===== src/rtl/fnd_pkg.sv =====
// Shared constants for the FND scan controller: blank pattern, decimal-point bit
// and the active-low hex font table (segment order {dp,g,f,e,d,c,b,a}).
package fnd_pkg;

  localparam logic [7:0] FND_FONT_BLANK = 8'hff;
  localparam int         DP_BIT         = 7;

  localparam logic [7:0] FND_HEX_FONT [16] = '{
    8'hc0, 8'hf9, 8'ha4, 8'hb0,
    8'h99, 8'h92, 8'h82, 8'hf8,
    8'h80, 8'h90, 8'h88, 8'h83,
    8'hc6, 8'ha1, 8'h86, 8'h8e
  };

endpackage


===== src/rtl/fnd_hex_font.sv =====
// Combinational hex nibble to active-low 7-segment font decoder (dp bit left off).
module fnd_hex_font
  import fnd_pkg::*;
(
  input  logic [3:0] i_nibble,
  output logic [7:0] o_font
);

  assign o_font = FND_HEX_FONT[i_nibble];

endmodule


===== src/rtl/fnd_scan_controller.sv =====
// Multiplexed N-digit 7-segment scan driver with dead time between digit slots.
// Optional build macro FND_LEADING_ZERO_BLANK_EN suppresses leading zero digits.
module fnd_scan_controller
  import fnd_pkg::*;
#(
  parameter int NUM_DIGITS  = 4,
  parameter int DIV_COUNT   = 100000,
  parameter int DEAD_CYCLES = 16
) (
  input  logic                    i_clk,
  input  logic                    i_reset_n,
  input  logic [4*NUM_DIGITS-1:0] i_value,
  input  logic [NUM_DIGITS-1:0]   i_dp,
  input  logic [NUM_DIGITS-1:0]   i_blank,
  input  logic                    i_load,
  output logic [NUM_DIGITS-1:0]   o_fndCom,
  output logic [7:0]              o_fndFont,
  output logic [2:0]              o_digitIdx
);

  localparam int PRESC_W = $clog2(DIV_COUNT);

  logic [4*NUM_DIGITS-1:0] value_q, value_d;
  logic [NUM_DIGITS-1:0]   dp_q, dp_d;
  logic [NUM_DIGITS-1:0]   blank_q, blank_d;
  logic [PRESC_W-1:0]      presc_q, presc_d;
  logic [2:0]              idx_q, idx_d;
  logic [NUM_DIGITS-1:0]   com_q, com_d;
  logic [7:0]              font_q, font_d;

  logic                    presc_tc;
  logic [3:0]              nibble_sel;
  logic                    dp_sel;
  logic                    blank_sel;
  logic                    lz_sel;
  logic [NUM_DIGITS-1:0]   lz_mask;
  logic [7:0]              hex_font;

  always_comb begin
    value_d = value_q;
    dp_d    = dp_q;
    blank_d = blank_q;
    if (i_load) begin
      value_d = i_value;
      dp_d    = i_dp;
      blank_d = i_blank;
    end
  end

  // Loads only touch the shadow regs; the scan timing runs independently.
  always_comb begin
    presc_tc = (presc_q == PRESC_W'(DIV_COUNT - 1));
    presc_d  = presc_q + 1'b1;
    idx_d    = idx_q;
    if (presc_tc) begin
      presc_d = '0;
      idx_d   = (idx_q == 3'(NUM_DIGITS - 1)) ? 3'd0 : idx_q + 3'd1;
    end
  end

`ifdef FND_LEADING_ZERO_BLANK_EN
  // A digit is a leading zero when it and every digit above it hold 0.
  always_comb begin : lz_calc
    logic upper_zero;
    lz_mask    = '0;
    upper_zero = 1'b1;
    for (int k = NUM_DIGITS - 1; k >= 1; k--) begin
      upper_zero = upper_zero & (value_q[4*k +: 4] == 4'h0);
      lz_mask[k] = upper_zero;
    end
  end
`else
  assign lz_mask = '0;
`endif

  always_comb begin
    nibble_sel = '0;
    dp_sel     = 1'b0;
    blank_sel  = 1'b0;
    lz_sel     = 1'b0;
    for (int k = 0; k < NUM_DIGITS; k++) begin
      if (idx_q == 3'(k)) begin
        nibble_sel = value_q[4*k +: 4];
        dp_sel     = dp_q[k];
        blank_sel  = blank_q[k];
        lz_sel     = lz_mask[k];
      end
    end
  end

  fnd_hex_font u_hex_font (
    .i_nibble (nibble_sel),
    .o_font   (hex_font)
  );

  // Explicit blank kills the dp as well; a suppressed leading zero keeps it.
  always_comb begin
    com_d  = '1;
    font_d = FND_FONT_BLANK;
    if (presc_q >= PRESC_W'(DEAD_CYCLES)) begin
      com_d = ~(NUM_DIGITS'(1) << idx_q);
      if (blank_sel) begin
        font_d = FND_FONT_BLANK;
      end else if (lz_sel) begin
        font_d         = FND_FONT_BLANK;
        font_d[DP_BIT] = ~dp_sel;
      end else begin
        font_d = hex_font;
        if (dp_sel) font_d[DP_BIT] = 1'b0;
      end
    end
  end

  always_ff @(posedge i_clk or negedge i_reset_n) begin
    if (!i_reset_n) begin
      value_q <= '0;
      dp_q    <= '0;
      blank_q <= '0;
      presc_q <= '0;
      idx_q   <= '0;
      com_q   <= '1;
      font_q  <= FND_FONT_BLANK;
    end else begin
      value_q <= value_d;
      dp_q    <= dp_d;
      blank_q <= blank_d;
      presc_q <= presc_d;
      idx_q   <= idx_d;
      com_q   <= com_d;
      font_q  <= font_d;
    end
  end

  assign o_fndCom   = com_q;
  assign o_fndFont  = font_q;
  assign o_digitIdx = idx_q;

endmodule

===== config.mk =====
export PLATFORM = sky130hd
export DESIGN_NAME = fnd_scan_controller
export DESIGN_NICKNAME = d
export VERILOG_FILES = /design/src/rtl/fnd_pkg.sv /design/src/rtl/fnd_hex_font.sv /design/src/rtl/fnd_scan_controller.sv
export SDC_FILE = /design/constraint.sdc
export NUM_CORES = 1
export LEC_CHECK = 0
export ABC_CLOCK_PERIOD_IN_PS = 3560
export BUFFER_PORTS_ARGS = -buffer_cell sky130_fd_sc_hd__buf_2
export CAP_MARGIN = 40
export CORE_MARGIN = 2
export CORE_UTILIZATION = 56
export DETAILED_ROUTE_END_ITERATION = 6
export MAX_ROUTING_LAYER = met4
export PLACE_DENSITY = 0.76
export SYNTH_ARGS = -nofsm -noshare
export SYNTH_HDL_FRONTEND = slang
export SYNTH_SLANG_ARGS = --single-unit

===== constraint.sdc =====
create_clock -name i_clk -period 3.56 [get_ports i_clk]
set_clock_uncertainty 0.1 [all_clocks]
set_input_delay 0.356 -clock i_clk [delete_from_list [all_inputs] [get_ports i_clk]]
set_output_delay 0.356 -clock i_clk [all_outputs]
set_load 0.01 [all_outputs]

# [Word-level counts from Yosys, hierarchy flattened]
# Memory sizes are Yosys's and may differ from the RTL's.
# Index checks and enable logic that the tools add are counted.
# W data, S select, Z words.
[totals] regBits=56 in_bits=27 output_inout_bits=15 n_memories=1 romBits=128 wordCells=40
[classes] n_reduce_logical=1 n_eq_ne=4 n_mux=20 addsub=2 order_cmp=2 shifts=1 n_bitwise=2
[mem_list] memory="(name not given)" words=16 width=8 read_ports=1 rd_ports_with_merged_regs=0 wr=0 line_no="fnd_hex_font.sv:9" source="assign o_font = FND_HEX_FONT[i_nibble];"
[op_table] operator="$mux W8" count=4
[op_table] operator="$mux W4" count=5
[op_table] operator="$add A17 B1 Y17 const B" count=1
[op_table] operator="$eq A17 B17 Y1 const B" count=1
[op_table] operator="$ge A17 B5 Y1 const B" count=1
[op_table] operator="$mux W17" count=1
[op_table] operator="$mux W1" count=9
[op_table] operator="$eq A3 B2 Y1 const B" count=2
[op_table] operator="$ge A5 B5 Y1 const B" count=1
[op_table] operator="$not A4 Y5" count=1
[op_table] operator="$not A4 Y4" count=1
[op_table] operator="$shl A1 B3 Y4 const A" count=1
[op_table] operator="$add A3 B1 Y3 const B" count=1
[op_table] operator="$eq A3 B1 Y1 const B" count=1
[op_table] operator="$logic_not A3 Y1" count=1
[op_table] operator="$mux W3" count=1

# [Logic depth before layout (Yosys ltp)]
# Gate-level depths: netlist of run 1.
[depth] word_depth=12 ltp_mapped=11 mapped_depth_nobuf=10

# [Cells and area by module]
# Synthesis of run 1 repeated with hierarchy kept, for this count alone.
[hier_totals] hier_cells=252 hier_area_um2=2783.9
[modules_own_cells] mod="fnd_scan_controller" seq_area_each_um2=1416.4 n_inst=1 area_each_um2=2497.4 cells_per_inst=218
[modules_own_cells] mod="fnd_hex_font" seq_area_each_um2=0.0 n_inst=1 area_each_um2=286.5 cells_per_inst=34

# [Least setup slack after synthesis of run 1]
# No wires, ideal clock.
[synth_timing] kind="register to register" startpoint="reg idx_q[0] (netlist: o_digitIdx[0])" endpoint="reg font_q[3] (netlist: o_fndFont[3])" stages_incl_launch_ff=11 n_path_buf=1 path_slack_ps=944 setup_time_ps=94 arrival_ps=2421 period_less_slack_ps=2616 required_ps=3366 cell_sequence="dfrtp_1 ha_1 buf_2 nor2_2 o21ai_0 o21ai_0 inv_1 ha_1 a21boi_0 a211oi_1 o21ai_1"
[synth_between] elab_chain_cells=11 word_cells_on_any_way=18 classes_between="eq/ne (3); mux (12); bitwise (1); reduce/logical (1); memory (1)"
[synth_rtl] item="from (decl)" line_no="fnd_scan_controller.sv:27" source="logic [2:0] idx_q, idx_d;"
[synth_rtl] item="from (signal assigned)" line_no="fnd_scan_controller.sv:128" source="idx_q <= idx_d;"
[synth_rtl] item="$logic_not A3 Y1" line_no="fnd_scan_controller.sv:82" source="if (idx_q == 3'(k)) begin"
[synth_rtl] item="$mux W4 (4 in a row)" line_no="fnd_scan_controller.sv:82"
[synth_rtl] item="$not A4 Y5 (implied by the code)" line_no="fnd_hex_font.sv:9"
[synth_rtl] item="$mem_v2 Z16 W8"
[synth_rtl] item="$mux W8 (implied by the code) (2 in a row)" line_no="fnd_hex_font.sv:9"
[synth_rtl] item="$mux W8 *" line_no="fnd_scan_controller.sv:102" source="if (blank_sel) begin"
[synth_rtl] item="$mux W8 *" line_no="fnd_scan_controller.sv:100" source="if (presc_q >= PRESC_W'(DEAD_CYCLES)) begin"
[synth_rtl] item="net font_d[3]" line_no="fnd_scan_controller.sv:29" source="logic [7:0] font_q, font_d;"
[synth_rtl] item="to (signal assigned)" line_no="fnd_scan_controller.sv:130" source="font_q <= font_d;"
[synth_rtl] item="to (decl)" line_no="fnd_scan_controller.sv:29"
# The timed path passes the listed nets; every way through them passes the cells marked *. The select of a mux whose other input is x is not followed.
# A chain may end at the register's enable or synchronous reset.

# [Worst setup path in the final report of run 1]
[layout_timing] startpoint="reg idx_q[0] (netlist: o_digitIdx[0])" endpoint="reg font_q[1] (netlist: o_fndFont[1])"
# The elaborated chain is that of the path after synthesis.

==> results.py, run 1 <==
metrics = {
    "outcome": {
        "status": "complete, but fails checks",
        "violations": "negative hold slack",
    },
    "worst_setup_path": {
        "r2r_slack_ns": 0.49,
        "arrival_ns": 3.14,
        "r2r_start": "o_digitIdx[0]",
        "r2r_end": "o_fndFont[1]",
        "reg2reg_depth": 8,
        "crit_chain": "ha_1, nor2_2, o21ai_0, o21ai_0, inv_1, ha_1, a21oi_1, o311ai_0",
        "setup.worst_path.end_class": "flip-flop",
        "worst-setup-path-type": "reg2reg",
        "cp_slowest_stage_delay_ns": 0.58,
        "required_ns": 3.63,
        "critPathMaxFanout": 14,
        "crit_slowest_cell": "o21ai_0",
        "critPathLaunchType": "flip-flop",
    },
    "timing": {
        "worst_pin_slew_ns": 0.732,
        "setup_viol": 0,
        "timing.slew.headroom_pct": 51.2,
        "hold_viol": 3,
        "hold_ws_ns": -0.00332,
        "period_share_pct": 86.4,
        "maxSlewViolCount": 0,
        "setup_tns_ns": 0,
        "period_needed_ns": 3.07,
        "fmax_ghz": 0.325,
        "rsz0062_at_grt": "no",
    },
    "pwr": {
        "p_switching_mw": 0.290,
        "p_comb_share_pct": 11.7,
        "leakage_nw": 1.41,
        "peakVddDrop_v": 0.000213,
        "power.share.clock_pct": 33.8,
        "internal_power_mw": 1.01,
        "power_density_nw_per_um2": 413,
        "p_sw_share_pct": 22.4,
        "seq_power_share_pct": 54.5,
    },
    "clock_tree": {
        "cts_tree": "built",
        "cts_sinks": 56,
        "clk_latency_ns": 0.30,
        "cts-root-buf": "clkbuf_8",
        "post_cts_buffers": 0,
        "h-tree-depth": 2,
        "cts_buffer_depth": 2,
        "post_cts_resized": 0,
        "clk_pin_slew_worst_paths_ns": 0.10,
        "cts_buffers": 5,
        "cts_hold_buf": 0,
    },
    "hold_path": {
        "min_path_type": "in2async",
    },
    "placement": {
        "hpwlAfterDp_um": 3760,
        "port_buffers": 41,
        "place_congestion": 0.892,
        "post_dp_cell_area_um2": 3020,
    },
    "floorplan": {
        "rows": 25,
        "die_area_um2": 5490,
        "start_util_pct": 58.3,
        "fp.dieH_um": 74.1,
        "die_w_um": 74.1,
        "ios": 42,
        "core_area_um2": 4720,
    },
    "yosys": {
        "synthTopCellsByArea": "dfrtp_1 40%, dfstp_2 11%, mux2_2 11%",
        "synth_edf_count": 0,
        "syn_nets": 274,
        "ys_ff_latch": 56,
        "yosysMostFrequentCell": "dfrtp_1",
        "ys.flop_type": "dfrtp_1",
        "synth_area_um2": 2750,
        "synthArstFlopShare_pct": 100,
        "syn_avg_cell_area_um2": 11.8,
        "synth_largest_area_cell": "dfrtp_1",
        "yosys_warnings": 0,
        "yosysUniqueCellTypes": 50,
        "ys_seq_area_share_pct": 51.4,
        "syn-instance-count": 234,
        "synth_top_area_share_pct": 40.0,
        "yosys-top-cells-count": "44 x dfrtp_1, 26 x mux2_2, 16 x nand2_1",
    },
    "final_layout": {
        "syn2layout_area_growth_pct": 14.1,
        "final_layout_size_suffix_gt1_share_pct": 36.1,
        "fin_nets": 316,
        "finalInstanceArea_um2": 3140,
        "final_core_util_pct": 66.5,
        "num_antenna_cells": 0,
    },
    "route": {
        "drc": 0,
        "antenna_left": 0,
        "wl_per_cell_um": 14.9,
        "drtIter0Drc": 68,
        "vias": 1870,
        "dr.pass1.iters": 5,
        "drt-vias-per-instance": 5.44,
        "drt_wl_total_um": 5140,
    },
    "grt": {
        "grt_first_pass_wirelength_um": 8830,
        "grt_max_degree": 35,
        "grt_pass1_vias": 1826,
        "grt_overflow_total": 0,
        "antenna_found_initial": 0,
        "grtUsageTotal_pct": 21.7,
    },
    "job": {
        "drv_cap": 0,
    },
}
## cells by family (layout without fill, tap and decap cells)
logic type               Yosys count  in the layout  share of synthesized area [%]
AO/OA/AOI/OAI                     29             29                           8.63
XOR/XNOR                          15             15                           4.77
adder cells (fa/ha/maj)           13             13                           5.91
buffers and inverters             17             60                           2.77
flip-flops                        56             56                           51.4
multiplexers                      28             28                           11.4
AND/OR/NAND/NOR                   76             76                           15.1
## state kept, by name, summed over array words and instances, names as in the netlist
signal      cells
o_fndFont       8
o_digitIdx      3
value_q        16
o_fndCom        4
dp_q            4
blank_q         4
presc_q        17
## layout make-up
class	instances	area (µm²)
clock buffers	7	96.3
clock inverters	1	30.0
fillers	359	1580
inverters	9	33.8
multi-input cells	161	1260
flip-flops and latches	56	1420
well taps	67	83.8
repair buffers	43	220
## cell usage in the layout, fill, tap and decap left out, drive strengths merged, types with 8 or more instances in the layout
cell   count
buf       43
dfstp     12
nand2     16
inv        9
nand3      9
xnor2      8
mux2      26
nor2      16
dfrtp     44
ha        13
## routing by layer
layer  share of wire (%)  up-vias  track usage (%)
li1                    -      905                -
met1                  48      921             29.7
met2                  48       38             33.4
met3                 3.6        6             4.07
met4                 1.2        0             6.26
met5                   0        -                -
## power by group through the flow
stage / registers (mW) / logic (mW) / clock network (mW)
5_1_grt: 0.712 / 0.171 / 0.472
2_1_floorplan: 0.720 / 0.0894 / 0
4_1_cts: 0.708 / 0.153 / 0.453
6_report: 0.708 / 0.152 / 0.439
3_3_place_gp: 0.719 / 0.150 / 0
3_5_place_dp: 0.720 / 0.153 / 0
## critical path, delay by kind of cell, from the launching register on
kind,cells,cell delay (ns)
AOI/OAI and AO/OA,4,1.18
and+or+nand+nor,1,0.27
buffers and inverters,1,0.22
adders and majority gates,2,0.72
DFF,1,0.44
## through the flow
stage          setup WS, ns  std cells  total power, mW
2_1_floorplan         0.944        234            0.810
3_3_place_gp          0.807        336            0.868
3_5_place_dp          0.528        336            0.873
4_1_cts               0.502        344             1.31
5_1_grt               0.248        344             1.36
6_report              0.486        344             1.30
## how the worst max path moves through the flow
stage                   end  slack (ns)  cells past startpoint           from
6_report       o_fndFont[1]        0.49                      8  o_digitIdx[0]
3_3_place_gp   o_fndFont[3]        0.81                      9  o_digitIdx[0]
2_1_floorplan  o_fndFont[3]        0.94                     10  o_digitIdx[0]
5_1_grt        o_fndFont[1]        0.25                      8  o_digitIdx[0]
3_5_place_dp   o_fndFont[1]        0.53                      8  o_digitIdx[0]
4_1_cts        o_fndFont[1]        0.50                      8  o_digitIdx[0]
No activity file was read; power rests on OpenSTA's default activity.
==> inputs of run 2 (changes only) <==
--- a/config.mk
+++ b/config.mk
@@ -5,14 +5,16 @@
 export SDC_FILE = /design/constraint.sdc
 export NUM_CORES = 1
 export LEC_CHECK = 0
+export ABC_AREA = 1
 export ABC_CLOCK_PERIOD_IN_PS = 3560
 export BUFFER_PORTS_ARGS = -buffer_cell sky130_fd_sc_hd__buf_2
 export CAP_MARGIN = 40
 export CORE_MARGIN = 2
-export CORE_UTILIZATION = 56
+export CORE_UTILIZATION = 57
 export DETAILED_ROUTE_END_ITERATION = 6
 export MAX_ROUTING_LAYER = met4
 export PLACE_DENSITY = 0.76
+export SLEW_MARGIN = 0
 export SYNTH_ARGS = -nofsm -noshare
 export SYNTH_HDL_FRONTEND = slang
 export SYNTH_SLANG_ARGS = --single-unit
==> run 2 against run 1 <==
Net effect:
- the flow now finishes without violations
- critical path type unchanged
- largest cell class is now multi-input combinational cells
- maximum frequency is 33% higher
- critical path depth is 7 higher
- cell area is 11% higher
- die area is 10% higher
- worst setup slack better by 0.77 ns
- combinational power is 9.9% higher
- sequential power is 1% lower
- first-iteration DRC count is 120% higher
==> results.py, run 2 <==
metrics = {
    "route": {
        "dr.pass1.iters": 4,
        "drt_wl_total_um": 5960,
        "drtIter0Drc": 150,
        "drt-vias-per-instance": 5.08,
        "wl_per_cell_um": 12.5,
        "drc": 0,
        "antenna_left": 0,
        "vias": 2424,
    },
    "timing": {
        "timing.slew.headroom_pct": 60.7,
        "setup_tns_ns": 0,
        "period_share_pct": 64.8,
        "period_needed_ns": 2.31,
        "maxSlewViolCount": 0,
        "rsz0062_at_grt": "no",
        "hold_ws_ns": 0.156,
        "hold_viol": 0,
        "worst_pin_slew_ns": 0.589,
        "fmax_ghz": 0.434,
        "setup_viol": 0,
    },
    "outcome": {
        "status": "completed",
    },
    "clock_tree": {
        "cts-root-buf": "clkbuf_8",
        "clk_pin_slew_worst_paths_ns": 0.09,
        "h-tree-depth": 2,
        "clk_latency_ns": 0.30,
        "post_cts_resized": 0,
        "cts_hold_buf": 1,
        "post_cts_buffers": 0,
        "cts_sinks": 56,
        "cts_buffer_depth": 2,
        "cts_tree": "built",
        "cts_buffers": 5,
    },
    "placement": {
        "hpwlAfterDp_um": 4660,
        "place_congestion": 0.892,
        "port_buffers": 41,
    },
    "final_layout": {
        "final_layout_size_suffix_gt1_share_pct": 28.3,
        "layout_commonest_cell": "nand2_1",
        "fin_nets": 446,
        "regMostFlops": "presc_q",
        "nFillCells": 433,
        "largest_reg_flops": 17,
        "mostFrequentLayoutCells": "84 x nand2_1, 46 x inv_1, 44 x dfrtp_1",
        "syn2layout_area_growth_pct": 12.3,
        "num_antenna_cells": 0,
    },
    "floorplan": {
        "fp.dieH_um": 77.8,
        "ios": 42,
        "core_area_um2": 5170,
        "start_util_pct": 60.1,
        "die_area_um2": 6060,
        "die_w_um": 77.8,
        "rows": 26,
    },
    "yosys": {
        "yosys-top-cells-count": "84 x nand2_1, 46 x inv_1, 44 x dfrtp_1",
        "synthTopCellsByArea": "dfrtp_1 35%, dfstp_2 10%, nand2_1 10%",
        "yosysMostFrequentCell": "nand2_1",
        "ys.flop_type": "dfrtp_1",
        "synthArstFlopShare_pct": 100,
        "ys_ff_latch": 56,
        "yosysUniqueCellTypes": 31,
        "syn_avg_cell_area_um2": 8.63,
        "syn-instance-count": 360,
        "ys_seq_area_share_pct": 45.6,
        "synth_edf_count": 0,
        "synth_area_um2": 3110,
        "synth_largest_area_cell": "dfrtp_1",
        "yosys_warnings": 0,
        "syn_nets": 400,
        "synth_top_area_share_pct": 35.4,
    },
    "pwr": {
        "p_comb_share_pct": 13.9,
        "seq_power_share_pct": 58.4,
        "power_density_nw_per_um2": 343,
        "p_switching_mw": 0.307,
        "peakVddDrop_v": 0.000275,
        "leakage_nw": 1.77,
        "p_sw_share_pct": 25.6,
        "power.share.clock_pct": 27.6,
        "internal_power_mw": 0.891,
    },
    "grt": {
        "grtUsageTotal_pct": 22.4,
        "antenna_found_initial": 0,
        "grt_first_pass_wirelength_um": 10600,
        "grt_overflow_total": 0,
        "grt_pass1_vias": 2369,
        "grt_max_degree": 33,
    },
    "hold_path": {
        "min_path_type": "in2reg",
        "hold_depth": 3,
    },
    "worst_setup_path": {
        "critPathMaxFanout": 7,
        "arrival_ns": 2.45,
        "critPathLaunchType": "flip-flop",
        "worst-setup-path-type": "reg2reg",
        "reg2reg_depth": 15,
        "cp_slowest_stage_delay_ns": 0.43,
        "crit_slowest_cell": "dfrtp_1",
        "cp_common_cell": "nand2_1",
        "setup.worst_path.end_class": "flip-flop",
        "required_ns": 3.71,
        "crit_chain": "inv_1, ha_1, inv_1, nor2_2, nand2_1, nand2_1, nand2_1, nand2_1, nand2_1, inv_1, ha_1, nand3_1, nand2_1, nand2_1, nand3_1",
    },
    "job": {
        "drv_cap": 0,
    },
}
## run 2: power by group through the flow
| stage | Sequential (mW) | Combinational, mW | Clock, mW |
|---|---|---|---|
| final | 0.700 | 0.167 | 0.331 |
| after global routing | 0.705 | 0.194 | 0.377 |
| after CTS | 0.701 | 0.169 | 0.346 |
| after detailed placement | 0.713 | 0.168 | 0 |
| after global placement | 0.711 | 0.162 | 0 |
| after floorplan | 0.717 | 0.0971 | 0 |
## run 2: path summary, 6_finish.rpt
| kind | start | to | slack, ns |
|---|---|---|---|
| worst max-delay path | o_digitIdx[1] | o_fndFont[3] | 1.25 |
| worst min-delay path | i_value[15] | value_q[15] | 0.16 |
| worst max register to register | o_digitIdx[1] | o_fndFont[3] | 1.25 |
| worst min register to register | presc_q[13] | presc_q[13] | 0.41 |
| max in group asynchronous | i_reset_n | value_q[9] | 2.27 |
| min in group asynchronous | i_reset_n | presc_q[10] | 0.46 |
## run 2: worst max-delay path, delay by kind of cell (launching register included)
kind                       cells  cell delay [ns]
DFF                            1             0.43
adders and majority gates      2             0.46
and+or+nand+nor               10             0.90
buffers and inverters          3             0.36
## run 2: final cells by class
| type | count | area, µm² | area share (%) |
|---|---|---|---|
| clock buffer | 6 | 72.6 | 2.08 |
| clock inverter | 2 | 11.3 | 0.323 |
| inverter | 57 | 216 | 6.20 |
| multi-input combinational | 241 | 1440 | 41.1 |
| sequential | 56 | 1420 | 40.6 |
| tap | 70 | 87.6 | 2.51 |
| timing repair buffer | 45 | 250 | 7.17 |
## run 2: cells by family (layout without fill, tap and decap cells)
| logic type | Yosys count | in the layout | share of synthesized area (%) |
|---|---|---|---|
| mux | 16 | 16 | 5.80 |
| fa+ha+maj | 13 | 13 | 5.23 |
| compound gates | 25 | 25 | 4.11 |
| xor+xnor | 7 | 7 | 1.97 |
| buf+inv | 63 | 110 | 8.21 |
| simple gates | 180 | 180 | 29.1 |
| flops | 56 | 56 | 45.6 |
## run 2: metrics by stage
step / setup WS, ns / instance area [µm²] / cells / power (mW) / util (%)
3_3_place_gp: 1.40 / 3380 / 467 / 0.873 / 65.3
4_1_cts: 1.27 / 3490 / 477 / 1.22 / 67.5
5_1_grt: 0.992 / 3490 / 477 / 1.28 / 67.5
3_5_place_dp: 1.29 / 3400 / 468 / 0.881 / 65.7
6_report: 1.25 / 3490 / 477 / 1.20 / 67.5
2_1_floorplan: 1.51 / 3110 / 360 / 0.814 / -
## run 2: per-layer routing
metal | vias to the layer above | track usage (%) | part of all wire, %
met4 | 0 | 4.46 | 0.72
met3 | 5 | 4.30 | 3.8
met2 | 47 | 35.9 | 48
met5 | - | - | 0
li1 | 1235 | - | -
met1 | 1137 | 30.0 | 48
